$ cat src/rtl/cmd_uart_frame_rx.sv
// cmd_uart_frame_rx: UART (8N1) command receiver. Parses frames A5/SEL/DATA/CHK
// (CHK = SEL ^ DATA) and drives the sel/data/en parameter-latch bus with one
// setup (en=0) then commit (en=1) sequence per accepted frame.
module cmd_uart_frame_rx #(
  parameter int CLK_FREQ  = 50_000_000,
  parameter int BAUD      = 115_200,
  parameter int SETUP_CYC = 2,
  parameter int EN_HOLD   = 4,
  parameter int TO_CYC    = 50_000
) (
  input  logic       clk,
  input  logic       rst,
  input  logic       uart_rx,
  output logic [2:0] sel,
  output logic [7:0] data,
  output logic       en,
  output logic       frame_ok,
  output logic [7:0] err_cnt
);

  localparam int CPB = CLK_FREQ / BAUD;
  localparam int CW  = $clog2(CPB + 1);
  localparam logic [CW-1:0] CPB_M1  = CW'(CPB - 1);
  localparam logic [CW-1:0] HALF_M1 = CW'(CPB / 2 - 1);
  localparam int TW  = $clog2(TO_CYC + 1);
  localparam logic [TW-1:0] TO_M1 = TW'(TO_CYC - 1);
  localparam int PW  = $clog2(SETUP_CYC + EN_HOLD + 1);
  localparam logic [PW-1:0] SETUP_M1 = PW'(SETUP_CYC - 1);
  localparam logic [PW-1:0] HOLD_M1  = PW'(EN_HOLD - 1);

  typedef enum logic [1:0] {R_IDLE, R_START, R_DATA, R_STOP} rx_state_t;
  typedef enum logic [2:0] {P_HDR, P_SEL, P_DATA, P_SUM, P_APPLY, P_COMMIT} p_state_t;

  // Receiver state
  logic          rx_s1_q, rx_s2_q, rx_prev_q;
  rx_state_t     rx_st_q, rx_st_d;
  logic [CW-1:0] cnt_q, cnt_d;
  logic [2:0]    bit_q, bit_d;
  logic [7:0]    sh_q, sh_d;
  logic          byte_valid, frame_err;

  // Parser state
  p_state_t      ps_q, ps_d;
  logic [TW-1:0] to_q, to_d;
  logic [PW-1:0] ph_q, ph_d;
  logic [7:0]    selb_q, selb_d;
  logic [7:0]    datb_q, datb_d;
  logic [7:0]    data_q, data_d;
  logic [7:0]    err_q, err_d;
  logic          err_inc, sum_ok;

  // Synchronizer, edge history and receiver control registers
  always_ff @(posedge clk) begin
    if (rst) begin
      rx_s1_q   <= 1'b1;
      rx_s2_q   <= 1'b1;
      rx_prev_q <= 1'b1;
      rx_st_q   <= R_IDLE;
      cnt_q     <= '0;
      bit_q     <= '0;
    end else begin
      rx_s1_q   <= uart_rx;
      rx_s2_q   <= rx_s1_q;
      rx_prev_q <= rx_s2_q;
      rx_st_q   <= rx_st_d;
      cnt_q     <= cnt_d;
      bit_q     <= bit_d;
    end
  end

  // Receive shift register holds only data, so it needs no reset
  always_ff @(posedge clk) begin
    sh_q <= sh_d;
  end

  // Receiver next-state: start validation at mid start bit, then one sample per bit period
  always_comb begin
    rx_st_d    = rx_st_q;
    cnt_d      = cnt_q;
    bit_d      = bit_q;
    sh_d       = sh_q;
    byte_valid = 1'b0;
    frame_err  = 1'b0;
    case (rx_st_q)
      R_IDLE: begin
        cnt_d = '0;
        if (rx_prev_q && !rx_s2_q) rx_st_d = R_START;
      end
      R_START: begin
        if (cnt_q == HALF_M1) begin
          cnt_d   = '0;
          bit_d   = '0;
          rx_st_d = rx_s2_q ? R_IDLE : R_DATA;
        end else begin
          cnt_d = cnt_q + 1'b1;
        end
      end
      R_DATA: begin
        if (cnt_q == CPB_M1) begin
          cnt_d = '0;
          sh_d  = {rx_s2_q, sh_q[7:1]};
          if (bit_q == 3'd7) rx_st_d = R_STOP;
          else               bit_d   = bit_q + 3'd1;
        end else begin
          cnt_d = cnt_q + 1'b1;
        end
      end
      R_STOP: begin
        if (cnt_q == CPB_M1) begin
          cnt_d   = '0;
          rx_st_d = R_IDLE;
          if (rx_s2_q) byte_valid = 1'b1;
          else         frame_err  = 1'b1;
        end else begin
          cnt_d = cnt_q + 1'b1;
        end
      end
      default: rx_st_d = R_IDLE;
    endcase
  end

  // SEL must be a real target (1..6) with upper bits clear, and the checksum must match
  assign sum_ok = (sh_q == (selb_q ^ datb_q)) && (selb_q[7:3] == 5'd0) &&
                  (selb_q[2:0] != 3'd0) && (selb_q[2:0] != 3'd7);

  // Parser control registers and the bus data register
  always_ff @(posedge clk) begin
    if (rst) begin
      ps_q   <= P_HDR;
      to_q   <= '0;
      ph_q   <= '0;
      err_q  <= '0;
      data_q <= '0;
    end else begin
      ps_q   <= ps_d;
      to_q   <= to_d;
      ph_q   <= ph_d;
      err_q  <= err_d;
      data_q <= data_d;
    end
  end

  // Captured SEL/DATA bytes are qualified by the parser state, so no reset needed
  always_ff @(posedge clk) begin
    selb_q <= selb_d;
    datb_q <= datb_d;
  end

  // Parser next-state: frame assembly, inter-byte timeout, apply/commit sequencing
  always_comb begin
    ps_d    = ps_q;
    to_d    = '0;
    ph_d    = ph_q;
    selb_d  = selb_q;
    datb_d  = datb_q;
    data_d  = data_q;
    err_inc = 1'b0;
    case (ps_q)
      P_HDR: begin
        if (byte_valid && sh_q == 8'hA5) ps_d = P_SEL;
      end
      P_SEL, P_DATA, P_SUM: begin
        if (byte_valid) begin
          if (ps_q == P_SEL) begin
            selb_d = sh_q;
            ps_d   = P_DATA;
          end else if (ps_q == P_DATA) begin
            datb_d = sh_q;
            ps_d   = P_SUM;
          end else if (sum_ok) begin
            data_d = datb_q;
            ph_d   = '0;
            ps_d   = P_APPLY;
          end else begin
            err_inc = 1'b1;
            ps_d    = P_HDR;
          end
        end else if (to_q == TO_M1) begin
          err_inc = 1'b1;
          ps_d    = P_HDR;
        end else begin
          to_d = to_q + 1'b1;
        end
      end
      P_APPLY: begin
        if (ph_q == SETUP_M1) begin
          ph_d = '0;
          ps_d = P_COMMIT;
        end else begin
          ph_d = ph_q + 1'b1;
        end
      end
      P_COMMIT: begin
        if (ph_q == HOLD_M1) begin
          ph_d = '0;
          ps_d = P_HDR;
        end else begin
          ph_d = ph_q + 1'b1;
        end
      end
      default: ps_d = P_HDR;
    endcase
    // A bad stop bit abandons any frame in progress; a coincident timeout still counts once
    if (frame_err) begin
      err_inc = 1'b1;
      to_d    = '0;
      ps_d    = P_HDR;
    end
    err_d = (err_inc && err_q != 8'hFF) ? err_q + 8'd1 : err_q;
  end

  assign sel      = (ps_q == P_APPLY || ps_q == P_COMMIT) ? selb_q[2:0] : 3'd0;
  assign data     = data_q;
  assign en       = (ps_q == P_COMMIT);
  assign frame_ok = (ps_q == P_APPLY) && (ph_q == '0);
  assign err_cnt  = err_q;

endmodule

$ cat config.mk
export PLATFORM = sky130hd
export DESIGN_NAME = cmd_uart_frame_rx
export DESIGN_NICKNAME = d
export VERILOG_FILES = /design/src/rtl/cmd_uart_frame_rx.sv
export SDC_FILE = /design/constraint.sdc
export NUM_CORES = 1
export LEC_CHECK = 0
export CORE_MARGIN = 3
export CORE_UTILIZATION = 30
export CTS_CLUSTER_DIAMETER = 30
export DETAILED_ROUTE_END_ITERATION = 10
export PLACE_DENSITY = 0.44
export SLEW_MARGIN = 20
export SYNTH_ARGS = -nofsm -noshare
export SYNTH_HDL_FRONTEND = slang
export SYNTH_SLANG_ARGS = --single-unit
$ cat constraint.sdc
create_clock -name clk -period 4.9 [get_ports clk]
set_input_delay 1.225 -clock clk [delete_from_list [all_inputs] [get_ports clk]]
set_output_delay 1.225 -clock clk [all_outputs]
set_load 0.02 [all_outputs]
==> flow_summary.json <==
{
  "status": "finished, final reports clean",
  "final_cell_mix": "61 x nor2_1, 55 x dfxtp_1, 24 x edfxtp_1",
  "reg2reg_slack_ns": 2.22,
  "synth_top_family_by_area": "simple AND/OR/NAND/NOR gates",
  "yosysSeqAreaShare": 0.496,
  "wire_per_inst_um": 13.3,
  "fp.dieH_um": 117,
  "crit_fanout": 9,
  "startpoint": "ps_q[1]",
  "final_common_cell": "nor2_1",
  "insertedDiodeCount": 0,
  "synth_simple_gate_area_frac": 0.216,
  "start_util": 0.314,
  "cp-start-kind": "flip-flop",
  "timing.hold.ws_ns": 0.412,
  "irDropWorstVdd_uv": 212,
  "drt_iter0_markers": 110,
  "grt_usage": 0.111,
  "path_class": "flip-flop to output pin",
  "synth_edf_count": 24,
  "slew_headroom": 0.471,
  "fmax_ghz": 0.300,
  "synth_area_um2": 3670,
  "ctsHoldBuffers": 0,
  "max_stage_delay_ns": 0.64,
  "nNetsFinal": 382,
  "power.density_nw_per_um2": 326,
  "hold_class": "flip-flop to flip-flop",
  "r2r-start": "cnt_q[0]",
  "fin_ws_ns": 1.56,
  "fillers": 1184,
  "crit_end": "frame_ok",
  "multi_input_area_um2": 1690,
  "instances_no_fill": 515,
  "synth_ff_type": "dfxtp_1",
  "slew_violations": 0,
  "maxCapViolCount": 0,
  "numCtsBuffers": 9,
  "crit_chain": "nand2b_1 > or2_2 > nor3b_1 > clkdlybuf4s50_1",
  "endpoint_kind": "output pin",
  "ys_warn_count": 0,
  "p_leak_nw": 1.54,
  "first_pass_iters": 4,
  "cp_top_family": "simple AND/OR/NAND/NOR gates",
  "postRouteWirelength_um": 6860,
  "avgSynthCellArea_um2": 10.7,
  "synth_compound_area_frac": 0.0739,
  "grt_start_max_net_pins": 32,
  "area_delta_synth_final_pct": 17.2,
  "drive_gt1_frac": 0.0860,
  "ff2ff_path_depth": 6,
  "syn_inst": 343,
  "clk_path_buf_depth": 2,
  "dpl.hpwl_um": 4800,
  "placedCellCount": 499,
  "h-tree-depth": 3,
  "place_worst_setup_slack_ns": 1.87,
  "antenna_found_initial": 0,
  "overflow": 0,
  "cts_tree": "done",
  "port-buffer-count": 23,
  "crit_required_ns": 3.67,
  "io_pins": 24,
  "r2r-end": "ps_q[2]",
  "gp_congestion": 0.756,
  "clkTransAtPathRegs_ns": 0.06,
  "tns_ns": 0,
  "synth_mux_area_frac": 0.0334,
  "crit_slowest_cell": "clkdlybuf4s50_1",
  "tightest_slew_ns": 0.789,
  "ant_nets": 0,
  "ys_ff_latch": 79,
  "via_count": 2447,
  "final-seq-area_um2": 1820,
  "min_period_ns": 3.34,
  "critPathArrivalTime_ns": 2.11,
  "fp.dieW_um": 117,
  "worst-path-buf-inv": 1,
  "syn_nets": 358,
  "async_flop_share": 0,
  "root_buffer": "clkbuf_16",
  "drc": 0,
  "fp.coreArea_um2": 11700,
  "grt_pass1_vias": 2296,
  "hold_viol": 0,
  "viasPerCell": 4.75,
  "numClockSinks": 79,
  "rows": 39,
  "rsz0062_at_grt": "false",
  "post_cts_resize_count": 0,
  "fin_skew_ns": 0.00922,
  "cp.depth": 4,
  "min_period_over_period": 0.681,
  "finalSetupViolCount": 0,
  "postCtsSetupBuffers": 0,
  "synth-xor-area-share": 0.0953,
  "synthAdderAreaFrac": 0.0409,
  "synthDistinctLibCells": 60,
  "clk_latency_ns": 0.34,
  "die_area_um2": 13600,
  "grt_pass1_wl_um": 11600
}
## synthesized netlist by cell type (all sizes together), types with 4 or more instances
| cell type | number | area share |
|---|---|---|
| nand3 | 16 | 0.022 |
| buf | 6 | 0.016 |
| o21ai | 4 | 0.0054 |
| xor2 | 10 | 0.024 |
| a22oi | 5 | 0.010 |
| or2 | 4 | 0.0068 |
| and2 | 5 | 0.0085 |
| xnor2 | 12 | 0.029 |
| inv | 14 | 0.014 |
| and3 | 6 | 0.011 |
| a21oi | 6 | 0.0082 |
| xnor3 | 7 | 0.043 |
| or4 | 5 | 0.012 |
| nor2 | 61 | 0.062 |
| mux2i | 10 | 0.027 |
| dfxtp | 55 | 0.30 |
| ha | 12 | 0.041 |
| or3 | 4 | 0.0068 |
| nor3 | 7 | 0.013 |
| edfxtp | 24 | 0.20 |
| nand2 | 15 | 0.015 |
| nand4 | 4 | 0.0068 |
## layout make-up
cell class | count | area share
sequential | 79 | 0.423
multi-input combinational | 239 | 0.393
timing repair buffer | 24 | 0.0552
clock buffer | 10 | 0.0532
tap | 143 | 0.0415
clock inverter | 6 | 0.0215
inverter | 14 | 0.0122
## logic make-up (layout without fill, tap and decap cells)
kind of cell,after synthesis,count (layout)
AOI/OAI and AO/OA,37,37
xor gates and xnor gates,29,29
muxes,12,12
and+or+nand+nor,149,149
buffers and inverters,25,54
DFF,79,79
adders and majority gates,12,12
## stage by stage
| stage | power (W) | utilization | area [um2] |
|---|---|---|---|
| 2_1_floorplan | 0.000695 | - | 3670 |
| 3_3_place_gp | 0.000697 | 0.340 | 3990 |
| 3_5_place_dp | 0.000697 | 0.340 | 3990 |
| 4_1_cts | 0.00143 | 0.368 | 4310 |
| 5_1_grt | 0.00146 | 0.368 | 4310 |
| 6_report | 0.00140 | 0.368 | 4310 |
## registers in the layout (all words and copies together), names as in the netlist, named ones only
signal	cells
bit_q	3
ph_q	3
sh_q	8
datb_q	8
rx_s2_q	1
cnt_q	9
rx_st_q	1
to_q	16
err_cnt	8
rx_prev_q	1
selb_q	8
rx_s1_q	1
ps_q	3
data	8
## worst min path at each step
stage,start,endpoint,slack [ns],cells after the start
3_5_place_dp,rx_s1_q,rx_s2_q,0.40,1
4_1_cts,rx_s1_q,rx_s2_q,0.42,1
2_1_floorplan,rx_s1_q,rx_s2_q,0.39,1
6_report,rx_s1_q,rx_s2_q,0.41,1
3_3_place_gp,rx_s1_q,rx_s2_q,0.40,1
5_1_grt,rx_s1_q,rx_s2_q,0.44,1
## where the power goes
part / internal [W] / total, W / switching [W]
Combinational: 0.00000440 / 0.0000108 / 0.00000644
Clock: 0.000449 / 0.000720 / 0.000271
Sequential: 0.000671 / 0.000672 / 0.00000129
Total: 0.00112 / 0.00140 / 0.000279
## per-layer routing
layer	vias up	track usage	wire length (um)
li1	1274	-	-
met1	1130	0.153	3590
met2	36	0.158	2890
met3	7	0.0440	281
met4	0	0.0390	100
met5	-	0	0
## worst reg2reg max path: stages (launching register included)
cell and delay [ns]:
dfxtp_1 0.39, ha_1 0.20, nand4bb_1 0.16, or4_1 0.66, or4_4 0.73, a211oi_1 0.33, o21a_1 0.15
No activity file was read; power rests on OpenSTA's default activity.
